`config.mk`:
```
export PLATFORM = sky130hd
export DESIGN_NAME = sram_address_manager
export DESIGN_NICKNAME = d
export VERILOG_FILES = /design/src/rtl/sram_address_manager.sv
export SDC_FILE = /design/constraint.sdc
export NUM_CORES = 1
export LEC_CHECK = 0
export ABC_AREA = 0
export CAP_MARGIN = 5
export CELL_PAD_IN_SITES_DETAIL_PLACEMENT = 2
export CELL_PAD_IN_SITES_GLOBAL_PLACEMENT = 2
export CORE_AREA = 5 5 114 116
export CTS_CLUSTER_SIZE = 20
export DETAILED_ROUTE_END_ITERATION = 10
export DIE_AREA = 0 0 119 121
export GPL_ROUTABILITY_DRIVEN = 0
export GPL_TIMING_DRIVEN = 1
export PLACE_DENSITY = 0.91
export SKIP_LAST_GASP = 1
export SLEW_MARGIN = 20
export SYNTH_ARGS = -nofsm -noshare
export SYNTH_HDL_FRONTEND = slang
export SYNTH_SLANG_ARGS = --single-unit
```
`constraint.sdc`:
```
create_clock -name CLK_48MHZ -period 10 [get_ports CLK_48MHZ]
set_input_delay 1 -clock CLK_48MHZ [delete_from_list [all_inputs] [get_ports CLK_48MHZ]]
set_output_delay 1 -clock CLK_48MHZ [all_outputs]
set_load 0.005 [all_outputs]
```
`src/rtl/sram_address_manager.sv`:
```
// Circular write/read pointer manager for the two-chip SRAM packet store.
// It issues single read commands, tracks fill level and applies the overflow policy.
`timescale 1ns/1ps
module sram_address_manager #(
  parameter int ADDR_WIDTH       = 18,
  parameter int STEP             = 5,
  parameter int PKTS_PER_CHIP    = 52428,
  parameter int CNT_WIDTH        = 17,
  parameter int OVERWRITE_OLDEST = 0,
  parameter int TIMEOUT_CYCLES   = 1024
) (
  input  logic                  CLK_48MHZ,
  input  logic                  RESET,
  input  logic                  NEXT_WRITE,
  input  logic                  NEXT_READ,
  input  logic                  READ_REQ,
  output logic [ADDR_WIDTH-1:0] WRITE_ADDRESS,
  output logic                  WRITE_CHIP_SELECT,
  output logic [ADDR_WIDTH-1:0] READ_ADDRESS,
  output logic                  READ_CHIP_SELECT,
  output logic                  READ_CMD,
  output logic                  READ_BUSY,
  output logic                  EMPTY,
  output logic                  FULL,
  output logic [CNT_WIDTH-1:0]  FILL_COUNT,
  output logic                  OVERFLOW,
  output logic                  READ_TIMEOUT
);

  typedef struct packed {
    logic                  chip;
    logic [ADDR_WIDTH-1:0] addr;
  } ptr_t;

  typedef enum logic [1:0] {IDLE, ISSUE, WAIT} state_t;

  localparam logic [ADDR_WIDTH-1:0] LAST_ADDR = ADDR_WIDTH'((PKTS_PER_CHIP - 1) * STEP);
  localparam logic [ADDR_WIDTH-1:0] STEP_W    = ADDR_WIDTH'(STEP);
  localparam logic [CNT_WIDTH-1:0]  CAPACITY  = CNT_WIDTH'(2 * PKTS_PER_CHIP);
  localparam int                    TW        = $clog2(TIMEOUT_CYCLES + 1);
  localparam logic [TW-1:0]         T_LAST    = TW'(TIMEOUT_CYCLES - 1);

  ptr_t                 wr_ptr;
  ptr_t                 rd_ptr;
  state_t               state;
  logic                 pending;
  logic                 read_cmd;
  logic                 read_busy;
  logic [CNT_WIDTH-1:0] fill_count;
  logic                 overflow;
  logic                 read_timeout;
  logic [TW-1:0]        tcnt;

  logic rd_accept;
  logic wr_adv;
  logic rd_adv;
  logic cnt_inc;
  logic cnt_dec;
  logic lost;

  // The last slot of a chip hands over to address 0 of the other chip.
  function automatic ptr_t advance(input ptr_t p);
    ptr_t n;
    if (p.addr == LAST_ADDR) begin
      n.addr = '0;
      n.chip = ~p.chip;
    end else begin
      n.addr = p.addr + STEP_W;
      n.chip = p.chip;
    end
    return n;
  endfunction

  assign rd_accept = NEXT_READ && (state == WAIT);

  always_comb begin
    // NOTE: every signal gets a default before the branches so no path leaves
    // it unassigned, which would otherwise infer a latch.
    wr_adv  = 1'b0;
    rd_adv  = rd_accept;
    cnt_inc = 1'b0;
    cnt_dec = 1'b0;
    lost    = 1'b0;
    if (NEXT_WRITE && rd_accept) begin
      wr_adv = 1'b1;
    end else if (NEXT_WRITE && (fill_count != CAPACITY)) begin
      wr_adv  = 1'b1;
      cnt_inc = 1'b1;
    end else if (NEXT_WRITE) begin
      lost = 1'b1;
      // Overwriting the oldest is only safe while no read targets that slot.
      if ((OVERWRITE_OLDEST != 0) && (state == IDLE)) begin
        wr_adv = 1'b1;
        rd_adv = 1'b1;
      end
    end else if (rd_accept) begin
      cnt_dec = (fill_count != '0);
    end
  end

  // NOTE: sequential state uses non-blocking assignments so every register
  // samples the pre-edge values, independent of statement order.
  always_ff @(posedge CLK_48MHZ) begin
    if (RESET) begin
      wr_ptr       <= '0;
      rd_ptr       <= '0;
      state        <= IDLE;
      pending      <= 1'b0;
      read_cmd     <= 1'b0;
      read_busy    <= 1'b0;
      fill_count   <= '0;
      overflow     <= 1'b0;
      read_timeout <= 1'b0;
      tcnt         <= '0;
    end else begin
      if (wr_adv) wr_ptr <= advance(wr_ptr);
      if (rd_adv) rd_ptr <= advance(rd_ptr);
      if (cnt_inc)      fill_count <= fill_count + CNT_WIDTH'(1);
      else if (cnt_dec) fill_count <= fill_count - CNT_WIDTH'(1);
      if (lost) overflow <= 1'b1;

      read_cmd <= 1'b0;
      case (state)
        IDLE: begin
          if ((pending || READ_REQ) && (fill_count != '0)) begin
            state     <= ISSUE;
            read_cmd  <= 1'b1;
            read_busy <= 1'b1;
          end else if (READ_REQ) begin
            pending <= 1'b1;
          end
        end
        ISSUE: begin
          // A request arriving during the command is kept for the next read.
          pending <= READ_REQ;
          tcnt    <= '0;
          state   <= WAIT;
        end
        WAIT: begin
          if (READ_REQ) pending <= 1'b1;
          if (rd_accept) begin
            state     <= IDLE;
            read_busy <= 1'b0;
          end else if (tcnt == T_LAST) begin
            state        <= IDLE;
            read_busy    <= 1'b0;
            read_timeout <= 1'b1;
          end else begin
            tcnt <= tcnt + TW'(1);
          end
        end
        default: begin
          state     <= IDLE;
          read_busy <= 1'b0;
        end
      endcase
    end
  end

  assign WRITE_ADDRESS     = wr_ptr.addr;
  assign WRITE_CHIP_SELECT = wr_ptr.chip;
  assign READ_ADDRESS      = rd_ptr.addr;
  assign READ_CHIP_SELECT  = rd_ptr.chip;
  assign READ_CMD          = read_cmd;
  assign READ_BUSY         = read_busy;
  assign FILL_COUNT        = fill_count;
  assign EMPTY             = (fill_count == '0);
  assign FULL              = (fill_count == CAPACITY);
  assign OVERFLOW          = overflow;
  assign READ_TIMEOUT      = read_timeout;

endmodule
```
Word level (Yosys, flattened, before mapping)
Cells that the tools add are included.
- add/subtract/negate cells: 5
- multiply operators: 0
- divide/modulo/power cells: 0
- $lt $le $gt $ge: 0
- equality and inequality tests: 12
- shift-type cells: 0
- mux-type cells: 29
- bitwise operators: 5
- reduce and logical (&&, ||, !) cells: 19
- operator list (kind ; number):
    $add 18x3->18 const B ; 2
    $eq 18x18->1 const B ; 2
    $mux 18 ; 2
    $mux 17 ; 2
    $mux 11 ; 2
    $pmux 11 s2 ; 1
    $add 17x1->17 const B ; 1
    $eq 17x17->1 const B ; 1
    $logic_not 17->1 ; 1
    $ne 17x17->1 const B ; 1
    $reduce_bool 17->1 ; 1
    $sub 17x1->17 const B ; 1
    $mux 1 ; 16
    $add 11x1->11 const B ; 1
    $eq 11x10->1 const B ; 1
    $reduce_and 3->1 ; 3
    $ne 2x2->1 const B ; 4
    $reduce_and 2->1 ; 4
    $mux 2 ; 3
    $pmux 1 s3 ; 2
    $pmux 2 s3 ; 1
    $not 1->1 ; 5
    $logic_and 1x1->1 ; 4
    $reduce_bool 2->1 ; 2
    7 further kinds ; 7
- bits in registers: 73
- latch bits: 0
- RAM bits: 0
- memory bits (read-only): 0
- input bits: 5
- memories: 0

Depth between registers and ports, before layout
- depth in word-level cells: 8
- depth in mapped cells: 12

Worst setup path after synthesis
No wires, ideal clock.
- path type: input-to-reg
- start point: input NEXT_READ
- end point: register fill_count[12], in the netlist FILL_COUNT[12]
- library setup time: 0.132 ns
- data arrival time: 3.448 ns
- data required time: 9.868 ns
- setup slack: 6.420 ns
- cell stages on the path: 9
- buffers on the path: 0
- path through: nand2_1 o211ai_1 fa_1 a21o_1 a221oi_1 nor3_1 or3_1 nand3_1 a21oi_1
- cells in the longest elaborated chain, start to end: 6
- elaborated cells on any way between the ends: 9
- those cells by class: mux: 6; reduce/logical: 3
- ends and longest elaborated chain (item ; line ; text):
    start: declaration ; 15 ; input logic NEXT_READ,
    $logic_and 1x1->1 * ; 74 ; assign rd_accept = NEXT_READ && (state == WAIT);
    $mux 1 ; 96 ; end else if (rd_accept) begin
    $mux 1 ; 89 ; end else if (NEXT_WRITE) begin
    $mux 1 ; 86 ; end else if (NEXT_WRITE && (fill_count != CAPACITY)) begin
    $mux 1 ; 84 ; if (NEXT_WRITE && rd_accept) begin
    $reduce_bool 2->1 (no source line) ; -- ;
    end signal: assignment ; 118 ; if (cnt_inc) fill_count <= fill_count + CNT_WIDTH'(1);
    end signal: assignment ; 119 ; else if (cnt_dec) fill_count <= fill_count - CNT_WIDTH'(1);
    end: declaration ; 49 ; logic [CNT_WIDTH-1:0] fill_count;
Mark *: on every way between the ends. The rest lies on a longest branch, timed or not.
A chain may end at the register's enable or synchronous reset.

Worst setup path after layout
- start point: input NEXT_READ
- end point: register fill_count[10], in the netlist FILL_COUNT[10]
The elaborated chain is that of the path after synthesis.

==> results.py <==
metrics = {
    "critical_path": {
        "path_cells": "clkdlybuf4s50_1 > nand2_1 > o211ai_1 > buf_4 > ha_1 > a21o_1 > a221oi_1 > o211ai_1 > a21oi_1 > nor2b_1 > o41ai_1",
        "crit_fanout": 20,
        "worst_ep_arrival_time_ns": 4.14,
        "path_common_cell": "o211ai_1",
        "critPathTopFamily": "compound AO/OA/AOI/OAI gates",
        "start_kind": "input port",
        "critical_path_buf_inv_count": 2,
        "slowest_stage": "a221oi_1",
        "worstSetupPathType": "in2reg",
        "worstPathRequired_ns": 10.24,
        "endpoint_kind": "flip-flop",
        "crit_path_max_incr_delay_ns": 0.63,
    },
    "floorplan": {
        "start_util_pct": 33.4,
        "ios": 66,
        "die_h_um": 121,
        "die_w_um": 119,
        "core_area_um2": 11800,
        "rows": 40,
        "die-area_um2": 14400,
    },
    "sta": {
        "rsz0062_at_grt": "false",
        "clock_skew_ns": 0.00858,
        "period_share_pct": 39.0,
        "whs_ns": 0.480,
        "setup-tns-final_ns": 0,
        "setup_viol": 0,
        "hold_viol": 0,
        "tightestPinTransition_ns": 0.900,
        "final_max_slew_viol_count": 0,
        "period_needed_ns": 3.90,
        "max_freq_mhz": 256,
        "max_slew_margin_pct": 40.0,
    },
    "layout": {
        "drive_gt1_share_pct": 4.04,
        "n_fill_cell": 1338,
        "diodes": 0,
        "syn_to_final_growth_pct": 26.9,
        "nets": 567,
        "final_cell_area_um2": 5010,
    },
    "synthesis": {
        "syn-num-nets": 506,
        "syn_area_um2": 3950,
        "yosysMostFrequentCell": "nor2_1",
        "synth-edff-count": 0,
        "yosysTopAreaCellShare_pct": 37.0,
        "syn-instance-count": 479,
        "synthArstFlopShare_pct": 0,
        "yosysUniqueCellTypes": 53,
        "synthTopCellsByCount": "nor2_1 (76), dfxtp_1 (73), nand2_1 (50)",
        "synth_area_per_cell_um2": 8.24,
        "synth_area_leaders": "dfxtp_1 (37%), xnor2_1 (8.2%), nor2_1 (7.2%)",
        "seq_area_frac_synth_pct": 37.0,
        "synth_ff_type": "dfxtp_1",
        "yosys_register_bits": 73,
        "yosys.area.top_type": "dfxtp_1",
        "ys_warn_count": 0,
    },
    "grt": {
        "grt_first_pass_wirelength_um": 21300,
        "grt_antenna_before_repair": 0,
        "first_global_vias": 4189,
        "grt_usage_pct": 18.5,
        "grt.overflow.total": 0,
        "grt_start_max_net_pins": 41,
    },
    "clock_network": {
        "cts_resized": 0,
        "clk_latency_ns": 0.35,
        "tritoncts.num_buffers": 9,
        "cts.clk_slew.worst_paths_ns": 0.06,
        "cts_tree": "built",
        "htree_levels": 3,
        "hold_buffers": 0,
        "clockBufferDepth": 2,
        "root_buffer": "clkbuf_16",
        "cts_setup_buffers": 0,
        "cts.sinks": 73,
    },
    "power_and_ir_drop": {
        "power.density_nw_per_um2": 203,
        "leakagePower_nw": 1.83,
        "irDropWorstVdd_mv": 0.0892,
    },
    "placement": {
        "io_buffer_count": 65,
        "dpl-instance-area_um2": 4710,
        "dpl.hpwl_um": 9600,
    },
    "detailed_routing": {
        "dr_total_vias": 3747,
        "drc": 0,
        "wire_per_inst_um": 18.5,
        "dr.pass1.iters": 4,
        "drt-initial-drc-count": 142,
        "viasPerCell": 5.42,
        "drt_wl_total_um": 12800,
        "ant_nets": 0,
    },
    "run": {
        "cap_violations": 0,
    },
    "min_path": {
        "hold_path.class": "reg2reg",
    },
    "outcome": {
        "status": "finished clean",
    },
}
[placed cells by master, fill, tap and decap left out, drive strengths merged, types with 7 or more instances in the layout]
master         count
xor2              16
dfxtp             73
nand4             12
o21ai             12
clkdlybuf4s50     65
clkbuf            12
nand2             50
a21oi             31
nor4               9
o211ai             7
nor2              76
nand3             16
nor3              12
ha                21
inv               14
xnor2             37
[layer usage]
metal  up-vias  track usage, %  wire length [um]
li1       1792               -                 -
met1      1877            20.6              5390
met2        60            34.6              6790
met3        18            2.66               317
met4         0            8.54               298
met5         -               0                 0
[area by class of cell]
| cell class | instances | area (um2) | share of cell area, % |
|---|---|---|---|
| Clock inverter | 3 | 40.0 | 0.799 |
| Inverter | 14 | 52.6 | 1.05 |
| Clock buffer | 12 | 256 | 5.12 |
| Sequential cell | 73 | 1460 | 29.2 |
| Multi-Input combinational cell | 375 | 2350 | 46.9 |
| Timing Repair Buffer | 67 | 666 | 13.3 |
| Tap cell | 147 | 184 | 3.67 |
[sequential cells by signal, indices dropped and copies added (netlist names)]
signal             flops
state                  2
READ_BUSY              1
WRITE_CHIP_SELECT      1
pending                1
READ_CHIP_SELECT       1
READ_TIMEOUT           1
WRITE_ADDRESS         18
tcnt                  11
READ_ADDRESS          18
FILL_COUNT            17
READ_CMD               1
OVERFLOW               1
[report_power, final]
group,internal (mW),leakage [nW],switching [mW]
Combinational,0.146,1.09,0.178
Sequential,0.320,0.593,0.0406
Clock,0.205,0.148,0.130
Total,0.670,1.83,0.349
[per-stage QoR]
step	std cells	power, mW	utilization (%)	setup slack [ns]
floorplan	479	0.564	-	6.42
global placement	676	0.669	39.9	5.93
detailed placement	676	0.691	39.9	5.75
CTS	691	1.03	42.4	6.07
global route	691	1.08	42.4	5.89
finish	691	1.02	42.4	6.10
[worst min-delay path, cell delays in order, from the launching register on]
cell     delay [ns]
dfxtp_1        0.33
a21oi_1        0.04
nor2_1         0.07
[cell families after synthesis]
kind of cell	count (synthesis)	synth area share, %
buffers and inverters	31	3.49
adder cells (fa/ha/maj)	22	7.16
multiplexers	4	1.05
flip-flops	73	37.0
XOR/XNOR	53	11.8
AO/OA/AOI/OAI	77	12.5
AND/OR/NAND/NOR	219	27.1
[path summary, 6_finish.rpt]
check / from / to / slack, ns / cells after the start
max reg2reg: FILL_COUNT[5] / FILL_COUNT[10] / 6.38 / 11
min: READ_TIMEOUT / READ_TIMEOUT / 0.48 / 2
max: NEXT_READ / FILL_COUNT[10] / 6.10 / 11
min reg2reg: READ_TIMEOUT / READ_TIMEOUT / 0.48 / 2
Power figures use the tool's default switching activity.
